==> src/rtl/reg_access_ctrl.sv <==
// Register-bank sequencer: read two operands, hand them to the ALU, collect and optionally write back the result.
// Optional BACK_TO_BACK_EN: accept the next descriptor during WRITE and go straight to READ.
module reg_access_ctrl #(
    parameter int size_reg = 16,
    parameter int addr_reg = 2
) (
    input  logic                clock,
    input  logic                reset,
    input  logic                instr_valid,
    output logic                instr_ready,
    input  logic [addr_reg-1:0] instr_addr_a,
    input  logic [addr_reg-1:0] instr_addr_b,
    input  logic [addr_reg-1:0] instr_addr_r,
    input  logic                instr_wb,
    output logic [addr_reg-1:0] addr_A,
    output logic [addr_reg-1:0] addr_B,
    output logic [addr_reg-1:0] addr_R,
    output logic                read_reg,
    output logic                write_reg,
    output logic [size_reg-1:0] write_data,
    input  logic [size_reg-1:0] data_A,
    input  logic [size_reg-1:0] data_B,
    output logic                op_valid,
    input  logic                op_ready,
    output logic [size_reg-1:0] op_a,
    output logic [size_reg-1:0] op_b,
    input  logic                res_valid,
    output logic                res_ready,
    input  logic [size_reg-1:0] res_data,
    output logic                busy
);

    typedef enum logic [2:0] {IDLE, READ, ISSUE, WAIT_RES, WRITE} state_t;

    state_t state;
    logic   wb_q;
    logic   wr_q;
    logic   accept;

    assign accept    = instr_valid & instr_ready;
    // Reset must suppress a bank write even in the cycle it is first asserted.
    assign write_reg = wr_q & ~reset;

    always_ff @(posedge clock) begin
        if (reset) begin
            state       <= IDLE;
            instr_ready <= 1'b1;
            busy        <= 1'b0;
            read_reg    <= 1'b0;
            wr_q        <= 1'b0;
            op_valid    <= 1'b0;
            res_ready   <= 1'b0;
            wb_q        <= 1'b0;
            addr_A      <= '0;
            addr_B      <= '0;
            addr_R      <= '0;
            op_a        <= '0;
            op_b        <= '0;
            write_data  <= '0;
        end else begin
            case (state)
                READ: begin
                    op_a     <= data_A;
                    op_b     <= data_B;
                    read_reg <= 1'b0;
                    op_valid <= 1'b1;
                    state    <= ISSUE;
                end
                ISSUE: begin
                    if (op_ready) begin
                        op_valid  <= 1'b0;
                        res_ready <= 1'b1;
                        state     <= WAIT_RES;
                    end
                end
                WAIT_RES: begin
                    if (res_valid) begin
                        write_data <= res_data;
                        res_ready  <= 1'b0;
                        if (wb_q) begin
                            wr_q  <= 1'b1;
                            state <= WRITE;
`ifdef BACK_TO_BACK_EN
                            instr_ready <= 1'b1;
`endif
                        end else begin
                            busy        <= 1'b0;
                            instr_ready <= 1'b1;
                            state       <= IDLE;
                        end
                    end
                end
                WRITE: begin
                    wr_q        <= 1'b0;
                    busy        <= 1'b0;
                    instr_ready <= 1'b1;
                    state       <= IDLE;
                end
                default: state <= IDLE;
            endcase
            // Acceptance overrides the WRITE->IDLE exit when back-to-back is enabled.
            if (accept) begin
                addr_A      <= instr_addr_a;
                addr_B      <= instr_addr_b;
                addr_R      <= instr_addr_r;
                wb_q        <= instr_wb;
                read_reg    <= 1'b1;
                busy        <= 1'b1;
                instr_ready <= 1'b0;
                state       <= READ;
            end
        end
    end

endmodule

==> config.mk <==
export PLATFORM = sky130hd
export DESIGN_NAME = reg_access_ctrl
export DESIGN_NICKNAME = d
export VERILOG_FILES = /design/src/rtl/reg_access_ctrl.sv
export SDC_FILE = /design/constraint.sdc
export NUM_CORES = 1
export LEC_CHECK = 0
export BUFFER_PORTS_ARGS = -buffer_cell sky130_fd_sc_hd__buf_2
export CELL_PAD_IN_SITES_DETAIL_PLACEMENT = 0
export CELL_PAD_IN_SITES_GLOBAL_PLACEMENT = 1
export CORE_ASPECT_RATIO = 1.25
export CORE_MARGIN = 1
export CORE_UTILIZATION = 31
export CTS_CLUSTER_SIZE = 24
export DETAILED_ROUTE_END_ITERATION = 8
export HOLD_SLACK_MARGIN = 0.08
export PLACE_DENSITY = 0.89
export RECOVER_POWER = 50
export SKIP_CTS_REPAIR_TIMING = 1
export SYNTH_ARGS = -nofsm -noshare
export SYNTH_HDL_FRONTEND = slang
export SYNTH_SLANG_ARGS = --single-unit
==> constraint.sdc <==
create_clock -name clock -period 1.6 [get_ports clock]
set_clock_uncertainty 0.1 [all_clocks]
set_input_delay 0.32 -clock clock [delete_from_list [all_inputs] [get_ports clock]]
set_output_delay 0.32 -clock clock [all_outputs]
set_load 0.05 [all_outputs]
==> metrics.txt <==
outcome=completed; CTS root buffer=clkbuf_8; Nets=465; first-pass GRT wire length=9.64 mm; GRT Util Overall=0.160; Slew @ Worst Pin=612 ps; Crit Path Category=register to primary output; Initial Utilization=0.326; Final Hold Viols=0; total grt overflow=0; later-pin clock latency in the skew report=330 ps; die width=79.0 um; final WL=5.90 mm; area leader, netlist=dfxtp_1; Core Area=7060 sq um; post-synth top area share=0.557; max_slew headroom=0.592; Port Buffer Count=119; most common cell in the netlist=nand2_1; Critical Path Source=wr_q$_SDFFE_PP0P_; H-tree depth=3; Final period util=0.919; Worst EP required=1180 ps; first-pass iteration count of the detailed router=4; Worst-path clk slew=80 ps; Layout Utilization=0.460; Worst Path Arrival=1050 ps; Cell Area, Synth=2300 sq um; fin crit period=1470 ps; Initial DRC Count=125; hold crit path type=primary input to register; final setup violation count=0; predominant post-synthesis flop cell=dfxtp_1; EDFF count, synth=0; Post-synth top cells=nand2_1 (112), dfxtp_1 (64), a21oi_1 (59); part of the Yosys area used for sequential elements=0.557; XOR/XNOR share of the synthesized area=0; hold path startpoint=res_data[8]; CTS sink count=64; share of cells above drive strength 1=0.366; routed len/inst=11.8 um; Simple-Gate Fraction of Synth Area=0.245; area grow syn2layout=41.3%; clock buffer depth=2; Synth Area in Compound Gates=0.150; Mapped Cells=284; largest net degree at the start of global routing=36; number of CTS-inserted buffers=9; Peak supply drop=0.562 mV; # DRC=0; reg2reg start=state[0]$_SDFFE_PP0P_; vias=2270; FFs w/ async S/R, synth=0; initial antenna violation count=0; Yosys reg bits=64; top cells by area, synth=dfxtp_1 (56%), nand2_1 (18%), a21oi_1 (13%); combinational family with the most area after synthesis=simple AND/OR/NAND/NOR gates; Ys Warns=0; leakage power=1.44 nW; CTS tree=yes; Adder-Cell Fraction of Synth Area=0; hpwl dp=4.20 mm; setup slack at placement=190 ps; Crit Path Max Fanout=2; Synth Area per Inst=8.10 sq um; worst setup margin=129 ps; Mapped Nets=344; Die Ht=98.3 um; unique cell type count in the Yosys netlist=28; PwrDens=1240 nW/um^2; fmax=680 MHz; total die area=7770 sq um; final setup TNS=0 ps; Ant. Diodes=0; Setup crit end kind=primary output; CP Launch Type=register; mux contribution to synthesized area=0; vias in the first global route=2094; RSZ-0062 raised after global routing=false; # rows=34; Routability Congestion=0.783; Largest regs=op_a (16), op_b (16), write_data (16); fin. max-slew vios=0; boundary pin count=120; Via-to-Cell Ratio=4.54; total power=4.03 mW; Final ANT Viol Nets=0; max_cap viols=0
report_power, final:
| group | internal (mW) | switching, mW | total (mW) |
|---|---|---|---|
| Clock | 1.09 | 0.642 | 1.73 |
| Sequential | 1.67 | 0.0424 | 1.71 |
| Combinational | 0.173 | 0.418 | 0.591 |
| Total | 2.92 | 1.10 | 4.03 |
worst max-delay path, stage by stage (launching register included):
cell and delay, ps:
dfxtp_1 330, nor2b_2 130, buf_2 260
metrics by stage:
step / cells / cell area [sq um] / hold slack, ps
finish: 500 / 3250 / 106
global route: 500 / 3250 / 97.6
CTS: 500 / 3260 / 93.0
detailed placement: 484 / 3000 / 343
global placement: 484 / 3000 / 339
floorplan: 284 / 2300 / 341
cells by family (layout without fill, tap and decap cells):
kind of cell / count (synthesis) / in the layout
AO/OA/AOI/OAI: 65 / 65
flip-flops: 64 / 64
AND/OR/NAND/NOR: 134 / 134
buffers and inverters: 21 / 147
cell type report:
type                       instances  area [sq um]
timing repair buffer             130           688
clock buffer                      10           138
tap                               90           113
sequential                        64          1280
multi-input combinational        199           910
clock inverter                     6           116
fill                             749          3810
inverter                           1          3.75
final timing paths:
kind / endpoint / slack, ps / cells past startpoint
max reg2reg: read_reg$_SDFFE_PP0P_ / 170 / 4
min: write_data[8]$_SDFFE_PP0P_ / 110 / 3
max: write_reg / 130 / 2
min reg2reg: op_a[3]$_SDFFE_PP0P_ / 350 / 2
placed cells by master, fill, tap and decap left out:
master     instances
o22ai_1            1
or3b_2             1
buf_4              9
nand2_1          112
a21oi_1           59
nor2_1             4
nand3b_1           1
nor2b_1            3
or3b_1             1
a21oi_2            1
inv_1              1
clkinv_4           3
nor3_1             3
nor3b_4            1
nand3_1            1
buf_12             1
a2111oi_0          1
dfxtp_1           64
clkbuf_8          10
o21ai_0            2
and2_0             1
nor3b_1            1
nor2b_2            1
buf_2             74
and4b_1            1
nand4b_1           1
nor4_1             1
bufinv_16          3
clkbuf_2          46
o22a_1             1
or3_1              1
layer usage:
layer	vias to the layer above	wire length, um	track usage
met1	998	2530	0.190
met4	0	150	0.0881
met3	13	503	0.0458
met2	92	2710	0.257
met5	-	0	0
li1	1167	-	-
(Power assumes the default switching activity.)
